## config.mk

```make
export PLATFORM = sky130hd
export DESIGN_NAME = fetch_unit
export DESIGN_NICKNAME = d
export VERILOG_FILES = /design/src/rtl/mips_pkg.sv /design/src/rtl/branch_resolve.sv /design/src/rtl/fetch_unit.sv
export SDC_FILE = /design/constraint.sdc
export NUM_CORES = 1
export LEC_CHECK = 0
export CAP_MARGIN = 40
export CORE_MARGIN = 3
export CORE_UTILIZATION = 40
export DETAILED_ROUTE_END_ITERATION = 6
export PLACE_DENSITY_LB_ADDON = 0.08
export SLEW_MARGIN = 40
export SYNTH_ARGS = -nofsm -noshare
export SYNTH_HDL_FRONTEND = slang
export SYNTH_SLANG_ARGS = --single-unit
export TNS_END_PERCENT = 20
```

## constraint.sdc

```tcl
create_clock -name clk -period 9 [get_ports clk]
set_input_delay 2.25 -clock clk [delete_from_list [all_inputs] [get_ports clk]]
set_output_delay 2.25 -clock clk [all_outputs]
set_load 0.05 [all_outputs]
```

## src/rtl/mips_pkg.sv

```systemverilog
// Shared MIPS front-end definitions: opcode field values, fetch FSM states and
// word-size constants used by the fetch stage and its neighbours.
package mips_pkg;

  localparam int WORD_W     = 32;
  localparam int WORD_BYTES = 4;

  localparam logic [5:0] OP_RTYPE = 6'h00;
  localparam logic [5:0] OP_BLTZ  = 6'h01;
  localparam logic [5:0] OP_J     = 6'h02;
  localparam logic [5:0] OP_JAL   = 6'h03;
  localparam logic [5:0] OP_BEQ   = 6'h04;
  localparam logic [5:0] OP_BNE   = 6'h05;
  localparam logic [5:0] OP_BLEZ  = 6'h06;
  localparam logic [5:0] OP_BGTZ  = 6'h07;

  typedef enum logic [1:0] {
    S_IDLE  = 2'd0,
    S_FETCH = 2'd1,
    S_STALL = 2'd2,
    S_DROP  = 2'd3
  } fetch_state_t;

  // Sequential fetch address; wraps naturally at the top of the address space.
  function automatic logic [WORD_W-1:0] pc_next(input logic [WORD_W-1:0] pc);
    return pc + WORD_W'(WORD_BYTES);
  endfunction

endpackage

```

## src/rtl/branch_resolve.sv

```systemverilog
// Combinational redirect resolver: decides whether the control-flow
// instruction in execute is taken and where fetch must go next.
module branch_resolve (
  input  logic        ex_valid,
  input  logic        ex_jump,
  input  logic        ex_jr,
  input  logic        ex_branch,
  input  logic        ex_brchne,
  input  logic        ex_bgtz,
  input  logic        ex_blez,
  input  logic        ex_bltz,
  input  logic [31:0] ex_rs,
  input  logic [31:0] ex_rt,
  input  logic [15:0] ex_imm,
  input  logic [25:0] ex_jidx,
  input  logic [31:0] ex_pc4,
  output logic        taken,
  output logic [31:0] target
);

  logic signed [31:0] rs_s;
  logic signed [31:0] boff;
  logic               cond;

  assign rs_s = ex_rs;
  assign boff = {{14{ex_imm[15]}}, ex_imm, 2'b00};

  // Class priority resolves the (illegal) case of several classes asserted together.
  always_comb begin
    cond   = 1'b0;
    target = ex_pc4 + $unsigned(boff);
    if (ex_jr) begin
      cond   = 1'b1;
      target = {ex_rs[31:2], 2'b00};
    end else if (ex_jump) begin
      cond   = 1'b1;
      target = {ex_pc4[31:28], ex_jidx, 2'b00};
    end else if (ex_branch) begin
      cond = (ex_rs == ex_rt);
    end else if (ex_brchne) begin
      cond = (ex_rs != ex_rt);
    end else if (ex_bgtz) begin
      cond = (rs_s > 32'sd0);
    end else if (ex_blez) begin
      cond = (rs_s <= 32'sd0);
    end else if (ex_bltz) begin
      cond = (rs_s < 32'sd0);
    end
  end

  assign taken = ex_valid && cond;

endmodule

```

## src/rtl/fetch_unit.sv

```systemverilog
// Instruction fetch stage: owns the PC, handshakes with instruction memory,
// feeds a one-entry IF/ID slot (with skid buffer) and applies execute redirects.
module fetch_unit
  import mips_pkg::*;
#(
  parameter logic [31:0] RESET_PC = 32'h0000_0000
) (
  input  logic        clk,
  input  logic        rst_n,
  output logic        imem_req,
  output logic [31:0] imem_addr,
  input  logic        imem_ack,
  input  logic [31:0] imem_rdata,
  output logic        id_valid,
  input  logic        id_ready,
  output logic [31:0] id_instr,
  output logic [31:0] id_pc4,
  output logic [5:0]  opcode,
  input  logic        ex_valid,
  input  logic        ex_jump,
  input  logic        ex_jr,
  input  logic        ex_branch,
  input  logic        ex_brchne,
  input  logic        ex_bgtz,
  input  logic        ex_blez,
  input  logic        ex_bltz,
  input  logic [31:0] ex_rs,
  input  logic [31:0] ex_rt,
  input  logic [15:0] ex_imm,
  input  logic [25:0] ex_jidx,
  input  logic [31:0] ex_pc4,
  output logic        flush
);

  fetch_state_t state, state_nx;
  logic [31:0]  pc;
  logic [31:0]  skid_instr;
  logic [31:0]  skid_pc4;
  logic         taken;
  logic [31:0]  target;
  logic         slot_free;

  branch_resolve u_branch_resolve (
    .ex_valid  (ex_valid),
    .ex_jump   (ex_jump),
    .ex_jr     (ex_jr),
    .ex_branch (ex_branch),
    .ex_brchne (ex_brchne),
    .ex_bgtz   (ex_bgtz),
    .ex_blez   (ex_blez),
    .ex_bltz   (ex_bltz),
    .ex_rs     (ex_rs),
    .ex_rt     (ex_rt),
    .ex_imm    (ex_imm),
    .ex_jidx   (ex_jidx),
    .ex_pc4    (ex_pc4),
    .taken     (taken),
    .target    (target)
  );

  assign flush     = taken;
  assign slot_free = !id_valid || id_ready;
  assign imem_addr = pc;
  assign opcode    = id_instr[31:26];

  always_ff @(posedge clk or negedge rst_n) begin
    if (!rst_n) state <= S_IDLE;
    else        state <= state_nx;
  end

  // A redirect while a request is still outstanding must swallow its late ack.
  always_comb begin
    state_nx = state;
    unique case (state)
      S_IDLE:  state_nx = S_FETCH;
      S_FETCH: begin
        if (taken)                        state_nx = imem_ack ? S_FETCH : S_DROP;
        else if (imem_ack && !slot_free)  state_nx = S_STALL;
      end
      S_STALL: if (taken || id_ready)     state_nx = S_FETCH;
      S_DROP:  if (!taken && imem_ack)    state_nx = S_FETCH;
      default:                            state_nx = S_IDLE;
    endcase
  end

  always_comb begin
    imem_req = (state == S_FETCH) || (state == S_DROP);
  end

  // Skid contents are only meaningful in STALL, so leaving STALL invalidates them.
  always_ff @(posedge clk or negedge rst_n) begin
    if (!rst_n) begin
      pc         <= RESET_PC;
      id_valid   <= 1'b0;
      id_instr   <= '0;
      id_pc4     <= '0;
      skid_instr <= '0;
      skid_pc4   <= '0;
    end else if (taken) begin
      pc       <= target;
      id_valid <= 1'b0;
    end else begin
      unique case (state)
        S_FETCH: begin
          if (imem_ack) begin
            pc <= pc_next(pc);
            if (slot_free) begin
              id_valid <= 1'b1;
              id_instr <= imem_rdata;
              id_pc4   <= pc_next(pc);
            end else begin
              skid_instr <= imem_rdata;
              skid_pc4   <= pc_next(pc);
            end
          end else if (id_ready) begin
            id_valid <= 1'b0;
          end
        end
        S_STALL: begin
          if (id_ready) begin
            id_instr <= skid_instr;
            id_pc4   <= skid_pc4;
          end
        end
        default: begin
          if (id_ready) id_valid <= 1'b0;
        end
      endcase
    end
  end

endmodule

```

==> impl_metrics.py, run 1 <==
metrics = {
    "pwr": {
        "powerDensity_nw_per_um2": 278,
        "p_sw_share_pct": 42.5,
        "p_leak_nw": 5.55,
        "clkPwrFrac_pct": 18.0,
        "peakVddDrop_v": 0.000201,
        "p_total_w": 0.00390,
        "p_comb_share_pct": 50.0,
        "p_int_w": 0.00224,
        "pwr-share-seq_pct": 32.0,
        "switchingPower_w": 0.00166,
    },
    "clock_network": {
        "clkTransAtPathRegs_ns": 0.06,
        "clkLatencyLatePin_ns": 0.42,
        "cts_buffer_depth": 2,
        "cts_root_buffer": "clkbuf_16",
        "numCtsBuffers": 17,
        "cts_setup_buffers": 0,
        "htreeDepth": 4,
        "tritoncts": "done",
        "cts.repair.resized": 0,
        "cts_sinks": 163,
        "cts_hold_buf": 0,
    },
    "placed_design": {
        "dpl.hpwl_um": 25000,
        "place.gp.congestion": 0.887,
        "io_buffers": 286,
    },
    "die": {
        "core-area_um2": 25300,
        "die_height_um": 167,
        "die_w_um": 167,
        "dieArea_um2": 27900,
        "start_util_pct": 41.0,
        "rows": 58,
        "ioPinCount": 287,
    },
    "critical_path": {
        "r2r_slack_ns": 5.87,
        "crit_path_end_kind": "output pin",
        "arrival_ns": 5.55,
        "ff2ff_path_depth": 6,
        "startpoint_type": "primary input",
        "path_max_fanout": 7,
        "crit_type": "primary input to output pin",
        "worstPathRequired_ns": 6.75,
    },
    "sta": {
        "hold_viol_final": 0,
        "rsz0062_at_grt": "no",
        "slew_headroom_pct": 50.7,
        "period_minus_slack_ns": 7.80,
        "finalSetupTns_ns": 0,
        "clock.fmax_mhz": 128,
        "tightest_slew_ns": 0.737,
        "drv_slew": 0,
        "post-route-period-util_pct": 86.6,
        "finalSetupViolations": 0,
        "skew_ns": 0.0118,
    },
    "yosys": {
        "netlist_area_um2": 10400,
        "ys_seq_area_share_pct": 39.3,
        "syn_inst": 1073,
        "synth_warnings": 0,
        "ys_types": 56,
        "ys_ff_latch": 163,
        "syn_avg_cell_area_um2": 9.68,
        "synthArstFlopShare_pct": 100,
        "synth-edff-count": 0,
        "ys.flop_type": "dfrtp_1",
        "syn-num-nets": 1289,
    },
    "route": {
        "drtIter0Drc": 505,
        "dr_total_vias": 8909,
        "wire_per_inst_um": 19.5,
        "ant_nets": 0,
        "finalWirelength_um": 32400,
        "dr.pass1.iters": 7,
        "drcViolationCount": 0,
        "vias_per_cell": 5.36,
    },
    "final_layout": {
        "syn_to_final_growth_pct": 34.9,
        "antenna_cells": 0,
        "final_cell_mix": "clkdlybuf4s50_1, dfrtp_1, nand2_1",
        "layout-drive-gt1-share_pct": 11.5,
        "utilization_pct": 55.4,
        "fin_nets": 1538,
        "fill_cells": 2359,
        "mostFrequentLayoutCell": "clkdlybuf4s50_1",
    },
    "grt": {
        "grt_pass1_wl_um": 50200,
        "grt_usage_pct": 22.8,
        "grt-ovfl-total": 0,
        "grt_antenna_before_repair": 2,
        "grt_max_degree": 95,
        "first_global_vias": 8818,
    },
    "job": {
        "cap_violations": 0,
    },
    "worst_hold_path": {
        "hp-class": "flop to flop",
        "whs_path_depth": 1,
    },
    "outcome": {
        "run_status": "finished clean",
    },
}
## flip-flops by register name, summed over array words and instances (netlist names)
register,count
state,2
id_pc4,32
id_valid,1
id_instr,32
skid_pc4,32
skid_instr,32
imem_addr,32
## cell type report
class / instances / area [um2] / share of cell area [%]
sequential: 163 / 4080 / 29.1
clock inverter: 8 / 105 / 0.750
multi-input combinational: 830 / 5950 / 42.5
tap: 330 / 413 / 2.95
timing repair buffer: 297 / 2950 / 21.1
inverter: 13 / 48.8 / 0.348
clock buffer: 22 / 464 / 3.31
## critical path: stages
cell and delay, ns:
clkdlybuf4s50_1 0.51, nor4_1 0.34, nand4_1 0.19, or4b_1 0.53, and4_1 0.24, o31ai_4 0.43, and2_4 0.25, clkdlybuf4s50_1 0.80
## stage by stage
stage | hold WS [ns] | std cells | setup WS, ns | cell area [um2]
2_1_floorplan | 0.475 | 1073 | 2.34 | 10400
3_3_place_gp | 0.467 | 1633 | 1.20 | 13400
3_5_place_dp | 0.475 | 1633 | 1.16 | 13400
4_1_cts | 0.488 | 1663 | 1.16 | 14000
5_1_grt | 0.496 | 1663 | 0.971 | 14000
6_report | 0.481 | 1663 | 1.20 | 14000
## cells by family (layout without fill, tap and decap cells)
kind of cell             Yosys count  count (layout)  synth area share [%]
buffers and inverters             80             340                  3.71
XOR/XNOR                         105             105                  8.85
adder cells (fa/ha/maj)           34              34                  4.17
multiplexers                     151             151                  16.2
AO/OA/AOI/OAI                    237             237                  13.9
AND/OR/NAND/NOR                  303             303                  13.9
flip-flops                       163             163                  39.3
## synthesized netlist by cell type, types with 16 or more instances
library cell | instances | area (um2)
dfrtp_1 | 163 | 4080
a211oi_1 | 16 | 120
o21ai_0 | 89 | 445
nand2_1 | 101 | 379
nor2_1 | 88 | 330
xor2_1 | 60 | 526
xnor2_1 | 45 | 394
clkbuf_1 | 40 | 150
a21oi_1 | 60 | 300
nand3_1 | 19 | 95.1
mux2_1 | 39 | 439
nor4_1 | 19 | 119
mux2_2 | 98 | 1100
ha_1 | 33 | 413
## final timing paths
check	start	end
setup / recovery	ex_rs[27]	flush
hold / removal	id_pc4[4]	id_pc4[4]
setup reg to reg	state[1]	skid_instr[17]
hold reg to reg	id_pc4[4]	id_pc4[4]
max in group asynchronous	rst_n	id_pc4[18]
min in group asynchronous	rst_n	skid_instr[25]
## power groups by stage
stage	clock network [W]	logic, W	registers, W
after floorplan	0	0.000725	0.00183
after global placement	0	0.00195	0.00125
after detailed placement	0	0.00196	0.00126
after CTS	0.000721	0.00197	0.00125
after global routing	0.000755	0.00207	0.00129
final	0.000702	0.00195	0.00125
## layer usage
metal	share of wire, %	global-route usage, %
met2	46	36.8
met5	0.083	0
met4	2.8	7.58
met1	44	29.8
met3	7.1	6.30
No activity file was read; power rests on OpenSTA's default activity.
==> inputs of run 2 (changes only) <==
--- a/config.mk
+++ b/config.mk
@@ -9,7 +9,7 @@
 export CORE_MARGIN = 3
 export CORE_UTILIZATION = 40
 export DETAILED_ROUTE_END_ITERATION = 6
-export PLACE_DENSITY_LB_ADDON = 0.08
+export DONT_BUFFER_PORTS = 1
 export SLEW_MARGIN = 40
 export SYNTH_ARGS = -nofsm -noshare
 export SYNTH_HDL_FRONTEND = slang
==> run 2 against run 1 <==
Net effect: die area stayed put; combinational power is 61% lower; first-iteration DRC count shrank 8.5%; non-clock buffer count decreased by 289; core utilization down 11 points; highest routed layer is now met4; clock power grew 10%; critical path type unchanged; clock-buffer cell count shrank 2; design area is 20% lower; via count fell by 11%.
==> impl_metrics.py, run 2 (synthesis gave the netlist of run 1 again) <==
metrics = {
    "clock_network": {
        "clkLatencyLatePin_ns": 0.42,
        "cts_setup_buffers": 0,
        "numCtsBuffers": 17,
        "cts_hold_buf": 0,
        "clkTransAtPathRegs_ns": 0.06,
        "cts.repair.resized": 0,
        "htreeDepth": 4,
        "cts_root_buffer": "clkbuf_16",
        "cts_sinks": 163,
        "cts_buffer_depth": 2,
        "tritoncts": "done",
    },
    "placed_design": {
        "place.gp.congestion": 0.924,
        "dpl.hpwl_um": 24200,
        "io_buffers": 0,
    },
    "pwr": {
        "powerDensity_nw_per_um2": 312,
        "p_leak_nw": 4.44,
        "peakVddDrop_v": 0.000206,
        "p_total_w": 0.00350,
    },
    "sta": {
        "tightest_slew_ns": 0.880,
        "slew_headroom_pct": 41.4,
        "period_minus_slack_ns": 6.61,
        "drv_slew": 0,
        "skew_ns": 0.00790,
        "post-route-period-util_pct": 73.4,
        "finalSetupTns_ns": 0,
        "rsz0062_at_grt": "no",
        "hold_viol_final": 0,
        "clock.fmax_mhz": 151,
        "whs_ns": 0.502,
        "finalSetupViolations": 0,
    },
    "final_layout": {
        "fin_nets": 1249,
        "utilization_pct": 44.2,
        "mostFrequentLayoutCell": "dfrtp_1",
        "layout-drive-gt1-share_pct": 15.1,
        "syn_to_final_growth_pct": 7.85,
        "fill_cells": 2476,
        "final_cell_mix": "dfrtp_1, nand2_1, mux2_2",
    },
    "grt": {
        "first_global_vias": 7912,
        "grt_antenna_before_repair": 4,
        "grt_pass1_wl_um": 48200,
        "grt_max_degree": 164,
        "grt_usage_pct": 22.2,
        "grt-ovfl-total": 0,
    },
    "die": {
        "die_height_um": 167,
        "rows": 58,
        "die_w_um": 167,
        "dieArea_um2": 27900,
        "ioPinCount": 287,
        "start_util_pct": 41.0,
        "core-area_um2": 25300,
    },
    "critical_path": {
        "max_stage_delay_ns": 0.52,
        "crit_path_end_kind": "output pin",
        "crit_type": "primary input to output pin",
        "crit_chain": "nor4_1 > nand4_1 > or4b_1 > and4_1 > o31ai_4 > and2_4",
        "worst_path_max_delay_cell": "or4b_1",
        "ff2ff_path_depth": 9,
        "worstPathRequired_ns": 6.75,
        "startpoint_type": "primary input",
        "arrival_ns": 4.36,
        "path_max_fanout": 7,
    },
    "job": {
        "cap_violations": 0,
    },
    "route": {
        "vias_per_cell": 5.78,
        "ant_nets": 0,
        "drtIter0Drc": 462,
        "finalWirelength_um": 31600,
        "drcViolationCount": 0,
        "wire_per_inst_um": 22.9,
        "dr_total_vias": 7971,
        "dr.pass1.iters": 5,
    },
    "worst_hold_path": {
        "whs_path_depth": 1,
        "hp-class": "flop to flop",
    },
    "outcome": {
        "run_status": "finished clean",
    },
}
run 2: cell types whose count changed in the layout (fill, tap and decap cells not counted), moves of 2 or more:
cell | before | now
diode_2 | 0 | 4
buf_4 | 10 | 7
dfrtp_2 | 0 | 5
inv_6 | 0 | 2
clkdlybuf4s50_1 | 285 | 0
bufinv_16 | 2 | 4
dfrtp_1 | 163 | 158
run 2: per-layer routing:
metal / global-route usage (%) / wire length [um] / up-vias
met5: 0 / 0 / -
met4: 8.72 / 1040 / 0
met3: 8.07 / 2880 / 41
met2: 35.6 / 14600 / 307
met1: 27.4 / 13000 / 3869
li1: - / - / 3754
run 2: per-stage QoR:
step           worst slack (ns)  instance area, um2  std cells
5_1_grt                    2.26               11200       1379
4_1_cts                    2.37               11200       1375
3_5_place_dp               2.37               10600       1344
3_3_place_gp               2.40               10500       1344
2_1_floorplan              2.34               10400       1073
6_report                   2.39               11200       1379
run 2: final timing paths:
path / start / endpoint / slack (ns)
setup reg to reg: imem_addr[2] / imem_addr[24] / 5.44
max in group asynchronous: rst_n / id_instr[29] / 7.21
setup / recovery: ex_rs[17] / flush / 2.39
hold / removal: skid_instr[25] / skid_instr[25] / 0.50
hold reg to reg: skid_instr[25] / skid_instr[25] / 0.50
min in group asynchronous: rst_n / id_instr[23] / 1.52
run 2: cell type report:
cell class                      instances  area (um2)  area share, %
Multi-Input combinational cell        830        5960           53.2
Sequential cell                       163        4090           36.5
Clock buffer                           20         447           3.99
Tap cell                              330         413           3.68
Clock inverter                         11         178           1.59
Timing Repair Buffer                    8        63.8          0.569
Inverter                               13        48.8          0.435
Antenna cell                            4        10.0         0.0893
run 2: critical path, delay by kind of cell:
family	cells	cell delay, ns
compound gates	1	0.45
simple gates	5	1.65
run 2: power breakdown:
group | switching, W | internal [W] | total, W
combinational | 0.000371 | 0.000392 | 0.000763
sequential | 0.000923 | 0.00104 | 0.00196
clock | 0.000298 | 0.000473 | 0.000772
